File: src/rtl/net_interface_unit_if.sv
// Network port bundle between the core/router side and net_interface_unit.
// The unit uses the slave modport. The core/router side uses the master modport.
interface net_interface_unit_if #(
  parameter int TX_DEPTH = 8,
  parameter int RX_DEPTH = 8
);
  // Core side
  logic                          CPU_STALL;
  logic                          NET_WRITE;
  logic [31:0]                   NET_WRITE_DATA;
  logic                          NET_READ;
  logic [31:0]                   NET_READ_DATA;
  // Router transmit side
  logic                          TX_VALID;
  logic                          TX_READY;
  logic [31:0]                   TX_DATA;
  // Router receive side
  logic                          RX_VALID;
  logic                          RX_READY;
  logic [31:0]                   RX_DATA;
  // Status
  logic [$clog2(TX_DEPTH):0]     TX_COUNT;
  logic [$clog2(RX_DEPTH):0]     RX_COUNT;
  logic                          TX_OVERFLOW;
  logic                          RX_UNDERFLOW;

  modport slave (
    input  CPU_STALL, NET_WRITE, NET_WRITE_DATA, NET_READ, TX_READY, RX_VALID, RX_DATA,
    output NET_READ_DATA, TX_VALID, TX_DATA, RX_READY, TX_COUNT, RX_COUNT,
           TX_OVERFLOW, RX_UNDERFLOW
  );

  modport master (
    output CPU_STALL, NET_WRITE, NET_WRITE_DATA, NET_READ, TX_READY, RX_VALID, RX_DATA,
    input  NET_READ_DATA, TX_VALID, TX_DATA, RX_READY, TX_COUNT, RX_COUNT,
           TX_OVERFLOW, RX_UNDERFLOW
  );
endinterface

File: src/rtl/net_interface_unit.sv
// CPU-side network port responder. A TX FIFO carries core writes to the
// router, and an RX FIFO carries router words to the core. Both FIFOs use
// first-word fall-through heads and a wrap bit on each pointer.
module net_interface_unit #(
  parameter int          TX_DEPTH    = 8,
  parameter int          RX_DEPTH    = 8,
  parameter logic [31:0] EMPTY_VALUE = 32'hFFFF_FFFF
) (
  input  logic                 CLK,
  input  logic                 RESET,
  net_interface_unit_if.slave  bus
);

  localparam int TX_AW = $clog2(TX_DEPTH);
  localparam int RX_AW = $clog2(RX_DEPTH);

  typedef logic [TX_AW:0] tx_ptr_t;
  typedef logic [RX_AW:0] rx_ptr_t;

  localparam tx_ptr_t TX_ONE = tx_ptr_t'(1);
  localparam rx_ptr_t RX_ONE = rx_ptr_t'(1);
  localparam tx_ptr_t TX_MSB = {1'b1, {TX_AW{1'b0}}};
  localparam rx_ptr_t RX_MSB = {1'b1, {RX_AW{1'b0}}};

  // Storage and state
  logic [31:0] tx_mem_q [TX_DEPTH];
  logic [31:0] rx_mem_q [RX_DEPTH];
  tx_ptr_t     tx_wr_q, tx_wr_d, tx_rd_q, tx_rd_d;
  rx_ptr_t     rx_wr_q, rx_wr_d, rx_rd_q, rx_rd_d;
  logic        tx_ovf_q, tx_ovf_d;
  logic        rx_udf_q, rx_udf_d;

  // Status and handshake decode
  logic tx_empty, tx_full, tx_pop, tx_push;
  logic rx_empty, rx_full, rx_pop, rx_push;
  logic core_wr, core_rd;

  assign core_wr  = bus.NET_WRITE & ~bus.CPU_STALL;
  assign core_rd  = bus.NET_READ  & ~bus.CPU_STALL;

  assign tx_empty = (tx_wr_q == tx_rd_q);
  assign tx_full  = ((tx_wr_q ^ tx_rd_q) == TX_MSB);
  assign tx_pop   = ~tx_empty & bus.TX_READY;
  // A pop in the same cycle frees a slot, so a full FIFO can still accept.
  assign tx_push  = core_wr & (~tx_full | tx_pop);

  assign rx_empty = (rx_wr_q == rx_rd_q);
  assign rx_full  = ((rx_wr_q ^ rx_rd_q) == RX_MSB);
  // RX_READY comes from registered pointers only, so NET_READ cannot reach it.
  assign rx_push  = bus.RX_VALID & ~rx_full;
  assign rx_pop   = core_rd & ~rx_empty;

  // Next-state pointers and sticky error flags
  // NOTE: every always_comb output gets a default first, so no path can infer a latch.
  always_comb begin
    tx_wr_d  = tx_wr_q;
    tx_rd_d  = tx_rd_q;
    rx_wr_d  = rx_wr_q;
    rx_rd_d  = rx_rd_q;
    tx_ovf_d = tx_ovf_q;
    rx_udf_d = rx_udf_q;
    if (tx_push)            tx_wr_d  = tx_wr_q + TX_ONE;
    if (tx_pop)             tx_rd_d  = tx_rd_q + TX_ONE;
    if (core_wr & ~tx_push) tx_ovf_d = 1'b1;
    if (rx_push)            rx_wr_d  = rx_wr_q + RX_ONE;
    if (rx_pop)             rx_rd_d  = rx_rd_q + RX_ONE;
    if (core_rd & rx_empty) rx_udf_d = 1'b1;
  end

  // Pointer and flag registers; reset empties both FIFOs
  // NOTE: sequential state uses non-blocking assignments so every register samples pre-edge values.
  always_ff @(posedge CLK or negedge RESET) begin
    if (!RESET) begin
      tx_wr_q  <= '0;
      tx_rd_q  <= '0;
      rx_wr_q  <= '0;
      rx_rd_q  <= '0;
      tx_ovf_q <= 1'b0;
      rx_udf_q <= 1'b0;
    end else begin
      tx_wr_q  <= tx_wr_d;
      tx_rd_q  <= tx_rd_d;
      rx_wr_q  <= rx_wr_d;
      rx_rd_q  <= rx_rd_d;
      tx_ovf_q <= tx_ovf_d;
      rx_udf_q <= rx_udf_d;
    end
  end

  // FIFO storage writes
  // NOTE: the arrays are not reset. Equal pointers already mark them empty, and this keeps them RAM-friendly.
  always_ff @(posedge CLK) begin
    if (tx_push) tx_mem_q[tx_wr_q[TX_AW-1:0]] <= bus.NET_WRITE_DATA;
    if (rx_push) rx_mem_q[rx_wr_q[RX_AW-1:0]] <= bus.RX_DATA;
  end

  // Outputs: fall-through heads, occupancy and flags
  assign bus.TX_VALID      = ~tx_empty;
  assign bus.TX_DATA       = tx_mem_q[tx_rd_q[TX_AW-1:0]];
  assign bus.RX_READY      = ~rx_full;
  assign bus.NET_READ_DATA = rx_empty ? EMPTY_VALUE : rx_mem_q[rx_rd_q[RX_AW-1:0]];
  assign bus.TX_COUNT      = tx_wr_q - tx_rd_q;
  assign bus.RX_COUNT      = rx_wr_q - rx_rd_q;
  assign bus.TX_OVERFLOW   = tx_ovf_q;
  assign bus.RX_UNDERFLOW  = rx_udf_q;

endmodule
File: src/flat_wrapper.sv
// flat-port wrapper written by rule: the top's interface ports become plain ports
module net_interface_unit_flat 
#(
  parameter int          TX_DEPTH    = 8,
  parameter int          RX_DEPTH    = 8,
  parameter logic [31:0] EMPTY_VALUE = 32'hFFFF_FFFF
)
  (CLK, RESET, bus_CPU_STALL, bus_NET_WRITE, bus_NET_WRITE_DATA, bus_NET_READ, bus_TX_READY, bus_RX_VALID, bus_RX_DATA, bus_NET_READ_DATA, bus_TX_VALID, bus_TX_DATA, bus_RX_READY, bus_TX_COUNT, bus_RX_COUNT, bus_TX_OVERFLOW, bus_RX_UNDERFLOW);
  net_interface_unit_if #(.TX_DEPTH(TX_DEPTH), .RX_DEPTH(RX_DEPTH)) bus_i ();
  input  logic CLK;
  input  logic RESET;
  input wire logic [$bits(bus_i.CPU_STALL)-1:0] bus_CPU_STALL;
  input wire logic [$bits(bus_i.NET_WRITE)-1:0] bus_NET_WRITE;
  input wire logic [$bits(bus_i.NET_WRITE_DATA)-1:0] bus_NET_WRITE_DATA;
  input wire logic [$bits(bus_i.NET_READ)-1:0] bus_NET_READ;
  input wire logic [$bits(bus_i.TX_READY)-1:0] bus_TX_READY;
  input wire logic [$bits(bus_i.RX_VALID)-1:0] bus_RX_VALID;
  input wire logic [$bits(bus_i.RX_DATA)-1:0] bus_RX_DATA;
  output wire logic [$bits(bus_i.NET_READ_DATA)-1:0] bus_NET_READ_DATA;
  output wire logic [$bits(bus_i.TX_VALID)-1:0] bus_TX_VALID;
  output wire logic [$bits(bus_i.TX_DATA)-1:0] bus_TX_DATA;
  output wire logic [$bits(bus_i.RX_READY)-1:0] bus_RX_READY;
  output wire logic [$bits(bus_i.TX_COUNT)-1:0] bus_TX_COUNT;
  output wire logic [$bits(bus_i.RX_COUNT)-1:0] bus_RX_COUNT;
  output wire logic [$bits(bus_i.TX_OVERFLOW)-1:0] bus_TX_OVERFLOW;
  output wire logic [$bits(bus_i.RX_UNDERFLOW)-1:0] bus_RX_UNDERFLOW;
  assign bus_i.CPU_STALL = bus_CPU_STALL;
  assign bus_i.NET_WRITE = bus_NET_WRITE;
  assign bus_i.NET_WRITE_DATA = bus_NET_WRITE_DATA;
  assign bus_i.NET_READ = bus_NET_READ;
  assign bus_i.TX_READY = bus_TX_READY;
  assign bus_i.RX_VALID = bus_RX_VALID;
  assign bus_i.RX_DATA = bus_RX_DATA;
  assign bus_NET_READ_DATA = bus_i.NET_READ_DATA;
  assign bus_TX_VALID = bus_i.TX_VALID;
  assign bus_TX_DATA = bus_i.TX_DATA;
  assign bus_RX_READY = bus_i.RX_READY;
  assign bus_TX_COUNT = bus_i.TX_COUNT;
  assign bus_RX_COUNT = bus_i.RX_COUNT;
  assign bus_TX_OVERFLOW = bus_i.TX_OVERFLOW;
  assign bus_RX_UNDERFLOW = bus_i.RX_UNDERFLOW;
  net_interface_unit #(.TX_DEPTH(TX_DEPTH), .RX_DEPTH(RX_DEPTH), .EMPTY_VALUE(EMPTY_VALUE)) u_core (.CLK(CLK), .RESET(RESET), .bus(bus_i));
endmodule
File: config.mk
export PLATFORM = sky130hd
export DESIGN_NAME = net_interface_unit_flat
export DESIGN_NICKNAME = d
export VERILOG_FILES = /design/src/rtl/net_interface_unit_if.sv /design/src/rtl/net_interface_unit.sv /design/src/flat_wrapper.sv
export SDC_FILE = /design/constraint.sdc
export NUM_CORES = 1
export LEC_CHECK = 0
export CORE_UTILIZATION = 55
export CTS_BUF_LIST = sky130_fd_sc_hd__clkbuf_4
export CTS_CLUSTER_DIAMETER = 80
export CTS_CLUSTER_SIZE = 20
export DETAILED_ROUTE_END_ITERATION = 10
export GPL_ROUTABILITY_DRIVEN = 0
export GPL_TIMING_DRIVEN = 0
export PLACE_DENSITY = 0.78
export SYNTH_ARGS = -nofsm -noshare
export SYNTH_HDL_FRONTEND = slang
export SYNTH_SLANG_ARGS = --single-unit
File: constraint.sdc
create_clock -name CLK -period 15.5 [get_ports CLK]
set_input_delay 3.875 -clock CLK [delete_from_list [all_inputs] [get_ports CLK]]
set_output_delay 3.875 -clock CLK [all_outputs]
set_load 0.1 [all_outputs]
# == Word level (Yosys, flattened, before mapping) ==
# Memory sizes are Yosys's and may differ from the RTL's.
# Index checks and enable logic that the tools add are counted.
# totals
reg_bits,18
ram_bits,512
input_bits,71
out_inout_bits,76
wordCells,40
mem_count,2
# op_classes
n_addsub,6
eq_ne,4
mux,5
n_bitwise,17
# memory_table
memory,depth,word_bits,rd,rd_ports_with_merged_regs,write_ports,line,source
u_core.rx_mem_q,8,32,1,0,1,net_interface_unit.sv:27,logic [31:0] rx_mem_q [RX_DEPTH];
u_core.tx_mem_q,8,32,1,0,1,net_interface_unit.sv:26,logic [31:0] tx_mem_q [TX_DEPTH];
# ops
op,count
32-bit 2-to-1 mux,1
"4-bit by 1-bit adder with 4-bit output, second input constant",4
1-bit AND,8
4-bit equality test,2
"4-bit equality test, second input constant",2
4-bit subtractor,2
4-bit XOR,2
1-bit NOT,6
1-bit 2-to-1 mux,4
1-bit OR,1

# == Longest topological paths before layout ==
# Gate-level depths: netlist (run 1).
# depth
word_depth,7
mapped_depth,10
depth_no_buf,6

# == Least setup slack after synthesis (run 1) ==
# Ideal clock, no wire load.
# synth_path
kind,input to register
start,in bus_NET_WRITE
end,"mem u_core.tx_mem_q[0][0], enable pin"
setup_ns,0.501
t_arrival_ns,7.361
setup_slack_ns,7.638
stages,3
path_buffers,0
cell_sequence,nor2b_1 o31ai_4 nor4_1
# synth_between
elab_chain_len,4
# synth_lines
item,line,source
start: declaration,flat_wrapper.sv:13,input wire logic [$bits(bus_i.NET_WRITE)-1:0] bus_NET_WRITE;
1-bit AND,net_interface_unit.sv:38,assign core_wr = bus.NET_WRITE & ~bus.CPU_STALL;
1-bit AND,net_interface_unit.sv:45,assign tx_push = core_wr & (~tx_full | tx_pop);
1-bit 2-to-1 mux,net_interface_unit.sv:93,if (tx_push) tx_mem_q[tx_wr_q[TX_AW-1:0]] <= bus.NET_WRITE_DATA;
1-bit 2-to-1 mux (implied by the code),net_interface_unit.sv:93,
end: declaration,net_interface_unit.sv:26,
# Every way passes these cells.

# == Final worst setup path (run 1) ==
# layout_path
start,reg u_core.rx_rd_q[1]
end,out bus_NET_READ_DATA[13]
# layout_between
elab_chain_len,2
elab_cells_between_ends,3
# layout_lines
item,line,source
start: declaration,net_interface_unit.sv:29,"rx_ptr_t rx_wr_q, rx_wr_d, rx_rd_q, rx_rd_d;"
start signal: assignment,net_interface_unit.sv:84,rx_rd_q <= rx_rd_d;
memory read 8 x 32 bit / 4-bit equality test (equally long branches),-,
32-bit 2-to-1 mux (*),net_interface_unit.sv:101,assign bus.NET_READ_DATA = rx_empty ? EMPTY_VALUE : rx_mem_q[rx_rd_q[RX_AW-1:0]];
end: declaration,flat_wrapper.sv:19,output wire logic [$bits(bus_i.NET_READ_DATA)-1:0] bus_NET_READ_DATA;
# Mark *: on every way between the ends. The rest lies on a longest branch, timed or not.

==> summary.txt, run 1 <==
Setup path
  – CP endpoint kind: output port
  – Worst EP required: 11.62 ns
  – Type of origin of the critical path: register
  – Arrival time at the worst endpoint: 4.84 ns
  – R2r startpoint: u_core.tx_rd_q[2]
  – Reg-to-reg endpoint: u_core.tx_mem_q[0][15]
  – Worst R2R Path Depth: 10
  – Critical setup path kind: reg2out
  – Slack of the worst reg-to-reg path: approximately 11 ns
  – Largest fanout on the critical path: 10

Hold path
  – Min-Delay Path Depth: 1
  – Path class of the lowest-slack min-delay path: reg2reg
  – Beginning of the worst hold path: u_core.bus.RX_UNDERFLOW
  – End of the worst hold path: u_core.bus.RX_UNDERFLOW

Placed design
  – Count of input and output buffers: 146
  – Hpwl dp: between 20000 and 30000 µm
  – Place WS: 7.66 ns
  – Total placed instance area: 23000 µm²

Logic synthesis
  – Cells after synthesis: 935
  – Post-Synthesis Cell Area: approximately 20000 µm²
  – Count of state elements after synthesis: 530
  – Distinct cell type count after synthesis: 33
  – Proportion of synthesized flip-flops having asynchronous set or reset: 3.40%
  – Average instance area after synthesis: 21.8 µm²
  – Flip-flop cell with the highest count after synthesis: sky130_fd_sc_hd__edfxtp_1
  – Number of synthesis warnings: 0
  – Register area share after synthesis: 77.8%
  – Post-synth EDFFs: 512
  – Post-Syn Nets: 1018

Global route
  – Maximum number of pins on one net before global-route repair: 25
  – Vias in the first global route: about 10000
  – Gr ovfl total: 0
  – Antenna violations before repair: 6
  – Wire length of the first global-routing pass: ~62000 µm
  – Global router's overall resource usage: 22.2%

STA
  – Worst slew margin relative to its limit: 27.1%
  – Number of pins with negative max-slew slack in the final report: 0
  – Final setup slack of the worst path: 6.79 ns
  – Post-route setup TNS: 0 ns
  – Slew at the pin closest to its max-slew limit: 1.09 ns
  – Final Setup Violations: 0
  – Final-report hold violation count: 0
  – RSZ-0062 raised after global routing: false
  – Final period util: 56.2%
  – Worst clock skew: 0.0248 ns
  – Max Fclk: 115 MHz
  – Post-layout minimum cycle time: 8.71 ns

Cells and area
  – Post-route cell area: around 23000 µm²
  – Most common cell after layout, fill and taps aside: sky130_fd_sc_hd__edfxtp_1
  – Area growth from synthesis to layout: 15.3%
  – Share of layout cells above drive strength 1: 23.6%
  – Utilization of the core after routing: 64.2%
  – Highest-count cells in the layout ignoring fill and taps: sky130_fd_sc_hd__edfxtp_1 (512), sky130_fd_sc_hd__clkdlybuf4s50_1 (146), sky130_fd_sc_hd__mux4_2 (128)
  – Net count, final: about 1200

CTS
  – Clock transition at the registers of the reported paths: 0.20 ns
  – Clock Latency Late Sink: 0.82 ns
  – Maximum clock path buffer count: 3
  – Post-CTS setup buffer count: 0
  – Num Clock Sinks: 530
  – Number of resized instances in the post-cts repair step: 0
  – Clock tree from TritonCTS: yes
  – H-tree levels: 1
  – Num CTS Buffers: 30
  – CTS Hold Buffers Added: 0
  – Root buffer selected by CTS: sky130_fd_sc_hd__clkbuf_4

Detailed routing
  – Sum of routed wire segments on met1: approximately 16000 µm
  – Total length of routed met3 wires: 2490 µm
  – Antenna viol nets, final: 0
  – Detailed Routing Iterations Pass 1: 5
  – Met2 wire len: around 21000 µm
  – Via density per instance: ~6
  – Number of DRC markers after the initial detailed-route iteration: 831
  – Uppermost layer routed: met5
  – Wire length after detailed routing: slightly above 40000 µm
  – WL/cell: approximately 25 µm
  – DRC violation count after routing: 0
  – Vias post-DR: 9737

Floorplan
  – Number of placement rows: 70
  – Initial Util: 55.7%
  – Die Y-Extent: about 190 µm
  – DIE AREA: 37800 µm²
  – Number of primary I/O pins: ~150
  – Core outline area: 36500 µm²
  – Die Width: slightly below 200 µm

Job
  – Max capacitance violation total: 0

Status
  – Result of the run: finished clean
-- sequential cells by signal, indices dropped and copies added, names as in the netlist --
register                 count
u_core.rx_wr_q               4
u_core.rx_mem_q            256
u_core.tx_mem_q            256
u_core.bus.RX_UNDERFLOW      1
u_core.tx_wr_q               4
u_core.rx_rd_q               4
u_core.bus.TX_OVERFLOW       1
u_core.tx_rd_q               4
-- layout make-up --
type | count | area [µm²]
fillers | 2365 | 13100
multi-input cells | 348 | 4310
inverters | 13 | 48.8
diodes | 3 | 7.51
plain buffers | 44 | 258
well taps | 468 | 586
clock buffers | 53 | 398
flip-flops and latches | 530 | 15800
clock inverters | 3 | 38.8
repair buffers | 191 | 1980
-- synthesized netlist by cell type (2+ instances only) --
master | count | share of area [%]
sky130_fd_sc_hd__nor3_1 | 9 | 0.22
sky130_fd_sc_hd__nor4_1 | 2 | 0.062
sky130_fd_sc_hd__xor2_1 | 6 | 0.26
sky130_fd_sc_hd__o22a_1 | 32 | 1.4
sky130_fd_sc_hd__buf_6 | 5 | 0.28
sky130_fd_sc_hd__xnor2_1 | 14 | 0.60
sky130_fd_sc_hd__buf_4 | 10 | 0.37
sky130_fd_sc_hd__mux2_2 | 2 | 0.11
sky130_fd_sc_hd__nor2_1 | 7 | 0.13
sky130_fd_sc_hd__nand2_2 | 2 | 0.062
sky130_fd_sc_hd__nand3_1 | 8 | 0.20
sky130_fd_sc_hd__clkbuf_1 | 14 | 0.26
sky130_fd_sc_hd__nand2_1 | 107 | 2.0
sky130_fd_sc_hd__dfrtp_1 | 18 | 2.2
sky130_fd_sc_hd__edfxtp_1 | 512 | 76
sky130_fd_sc_hd__buf_2 | 14 | 0.34
sky130_fd_sc_hd__mux4_2 | 128 | 14
sky130_fd_sc_hd__nor2b_1 | 2 | 0.062
sky130_fd_sc_hd__a21oi_1 | 2 | 0.049
sky130_fd_sc_hd__inv_1 | 13 | 0.24
sky130_fd_sc_hd__a21o_1 | 4 | 0.15
sky130_fd_sc_hd__nand2b_1 | 3 | 0.092
sky130_fd_sc_hd__fa_1 | 2 | 0.20
sky130_fd_sc_hd__ha_1 | 10 | 0.62
-- worst max-delay path, cell delays in order, from the launching register on --
cell	delay, ns
sky130_fd_sc_hd__dfrtp_1	0.61
sky130_fd_sc_hd__buf_2	0.32
sky130_fd_sc_hd__buf_2	0.33
sky130_fd_sc_hd__inv_1	0.08
sky130_fd_sc_hd__ha_1	0.31
sky130_fd_sc_hd__nand3_1	0.15
sky130_fd_sc_hd__or2_1	0.24
sky130_fd_sc_hd__buf_4	0.16
sky130_fd_sc_hd__nand2_2	0.16
sky130_fd_sc_hd__buf_2	0.32
sky130_fd_sc_hd__o22a_1	0.20
sky130_fd_sc_hd__clkdlybuf4s50_1	1.14
-- layer usage --
layer  track usage, %  up-vias
met1             29.4     5100
met4             5.73        2
li1                 -     4261
met2             38.2      305
met5                0        -
met3             4.08       69
-- kinds of logic (layout without fill, tap and decap cells) --
group	count (synthesis)	count (layout)	synth area share, %
adder cells (fa/ha/maj)	12	12	0.812
AND/OR/NAND/NOR	143	143	2.89
multiplexers	131	131	14.3
XOR/XNOR	20	20	0.861
other	0	3	0
flip-flops	530	530	77.8
AO/OA/AOI/OAI	42	42	1.78
buffers and inverters	57	304	1.51
-- worst max path at each step --
stage | startpoint | end | slack, ns
floorplan | bus_NET_WRITE | u_core.tx_mem_q[0][0] | 7.64
global placement | bus_NET_WRITE | u_core.tx_mem_q[0][9] | 4.22
detailed placement | u_core.rx_rd_q[1] | bus_NET_READ_DATA[13] | 7.66
CTS | u_core.rx_rd_q[1] | bus_NET_READ_DATA[13] | 6.69
global route | u_core.rx_rd_q[1] | bus_NET_READ_DATA[13] | 6.52
finish | u_core.rx_rd_q[1] | bus_NET_READ_DATA[13] | 6.79
-- through the flow --
stage               instances  hold WS [ns]
CTS                      1650         0.497
floorplan                 935         0.498
global route             1652         0.515
finish                   1653         0.486
detailed placement       1594         0.449
global placement         1549         0.442
Power of run 1 is left out: the tool's default activity adds up to more than one toggle a clock period on the data nets, which glitch-free logic cannot reach.
==> inputs of run 2 (changes only) <==
--- a/config.mk
+++ b/config.mk
@@ -12,7 +12,7 @@
 export DETAILED_ROUTE_END_ITERATION = 10
 export GPL_ROUTABILITY_DRIVEN = 0
 export GPL_TIMING_DRIVEN = 0
-export PLACE_DENSITY = 0.78
+export PLACE_DENSITY = 0.81
 export SYNTH_ARGS = -nofsm -noshare
 export SYNTH_HDL_FRONTEND = slang
 export SYNTH_SLANG_ARGS = --single-unit
==> constraint.sdc (replaced) <==
create_clock -name CLK -period 7.9 [get_ports CLK]
set_input_delay 1.975 -clock CLK [delete_from_list [all_inputs] [get_ports CLK]]
set_output_delay 1.975 -clock CLK [all_outputs]
set_load 0.1 [all_outputs]
==> summary.txt, run 2 (same netlist as run 1, synthesis figures left out) <==
Status
  – Result of the run: finished clean

Global route
  – Wire length of the first global-routing pass: ~63000 µm
  – Fraction of met3 tracks used by global routing: 4.42%
  – Grt met1 use: 29.2%
  – Vias in the first global route: 10400
  – Met2 usage in global routing: 38.3%
  – Global router's overall resource usage: 22.4%
  – Maximum number of pins on one net before global-route repair: 26
  – Busiest layer in global routing: met2
  – Gr ovfl total: 0
  – Antenna violations before repair: 6

STA
  – Max Fclk: 146 MHz
  – Final setup slack of the worst path: 1.04 ns
  – Slew at the pin closest to its max-slew limit: 1.08 ns
  – Worst clock skew: a little over 0.06 ns
  – RSZ-0062 raised after global routing: false
  – Final Hold Slack: between 0.4 and 0.5 ns
  – Number of pins with negative max-slew slack in the final report: 0
  – Post-layout minimum cycle time: 6.86 ns
  – Final period util: 86.8%
  – Final-report hold violation count: 0
  – Worst slew margin relative to its limit: 27.6%
  – Final Setup Violations: 0

Detailed routing
  – Wire length after detailed routing: 40900 µm
  – Detailed Routing Iterations Pass 1: 5
  – WL/cell: around 25 µm
  – Number of DRC markers after the initial detailed-route iteration: 754
  – Via density per instance: 6.02
  – Vias post-DR: roughly 9900
  – DRC violation count after routing: 0
  – Antenna viol nets, final: 0

Hold path
  – Path class of the lowest-slack min-delay path: reg2reg

Floorplan
  – Number of primary I/O pins: 147
  – Die Y-Extent: 194 µm
  – Die Width: 194 µm
  – Number of placement rows: 70
  – DIE AREA: between 30000 and 40000 µm²
  – Core outline area: 36500 µm²
  – Initial Util: 55.7%

CTS
  – Clock Latency Late Sink: 0.83 ns
  – Post-CTS setup buffer count: 0
  – H-tree levels: 1
  – Root buffer selected by CTS: sky130_fd_sc_hd__clkbuf_4
  – Clock transition at the registers of the reported paths: 0.19 ns
  – CTS Hold Buffers Added: 0
  – Number of resized instances in the post-cts repair step: 0
  – Num Clock Sinks: 530
  – Clock tree from TritonCTS: yes
  – Maximum clock path buffer count: 3
  – Num CTS Buffers: 31

Setup path
  – CP endpoint kind: output port
  – Highest-delay cell along the critical path: sky130_fd_sc_hd__clkdlybuf4s50_1
  – Worst EP required: approximately 6 ns
  – Family of cells with the greatest summed delay on the critical path: buffers and inverters
  – Largest fanout on the critical path: 10
  – WP buf/inv: 6
  – Type of origin of the critical path: register
  – Most used cell, CP: sky130_fd_sc_hd__buf_2
  – Cell-by-cell listing of the critical path: buf_2, buf_2, inv_1, ha_1, nand3_1, or2_1, buf_4, nand2_2, buf_2, o22a_1, clkdlybuf4s50_1
  – Arrival time at the worst endpoint: ~4.9 ns
  – Maximum single-stage delay on the critical path: 1.15 ns
  – Critical setup path kind: reg2out

Cells and area
  – Net count, final: 1241
  – Share of layout cells above drive strength 1: 22.7%
  – Most common cell after layout, fill and taps aside: sky130_fd_sc_hd__edfxtp_1
  – Highest-count cells in the layout ignoring fill and taps: sky130_fd_sc_hd__edfxtp_1 (512), sky130_fd_sc_hd__clkdlybuf4s50_1 (146), sky130_fd_sc_hd__mux4_2 (128)
  – Filler Cell Count: 2359
  – Area growth from synthesis to layout: 14.8%
  – Number of non-filler instances in the completed layout: 1639

Placed design
  – Count of input and output buffers: 146
  – DP Cell Count: between 1500 and 2000
  – Hpwl dp: 27700 µm
  – Place WS: 1.95 ns

Job
  – Max capacitance violation total: 0
==> run 2: worst paths after layout <==
path                                         from                      to  slack, ns  cells past startpoint
hold / removal             u_core.bus.TX_OVERFLOW  u_core.bus.TX_OVERFLOW       0.49                      1
setup reg to reg                u_core.rx_rd_q[1]  u_core.rx_mem_q[0][14]       3.64                     12
hold reg to reg            u_core.bus.TX_OVERFLOW  u_core.bus.TX_OVERFLOW       0.49                      1
max in group asynchronous                   RESET       u_core.rx_wr_q[0]       5.67                      1
setup / recovery                u_core.rx_rd_q[1]   bus_NET_READ_DATA[14]       1.04                     11
min in group asynchronous                   RESET       u_core.rx_wr_q[2]       1.63                      1
==> run 2: metal layers <==
| layer | share of wire [%] | vias up |
|---|---|---|
| met1 | 38 | 5068 |
| met5 | 0.14 | - |
| met2 | 51 | 444 |
| li1 | - | 4253 |
| met4 | 2.9 | 8 |
| met3 | 7.9 | 92 |
==> run 2: layout make-up <==
cell class,count,area (µm²),share of cell area [%]
clock buffer,41,308,1.32
multi-input combinational,348,4310,18.4
antenna,1,2.50,0.0107
clock inverter,4,40.0,0.171
buffer,44,258,1.10
tap,468,586,2.51
sequential,530,15800,67.7
inverter,13,48.8,0.209
timing repair buffer,190,1990,8.51
==> run 2: per-stage QoR <==
| step | utilization (%) | area, µm² | TNS (ns) |
|---|---|---|---|
| final | 64.0 | 23400 | 0 |
| after detailed placement | 63.0 | 23000 | 0 |
| after global routing | 64.0 | 23400 | 0 |
| after floorplan | - | 20300 | 0 |
| after CTS | 64.0 | 23400 | 0 |
| after global placement | 61.3 | 22400 | -91.10 |
Power of run 2 is left out for the same reason.
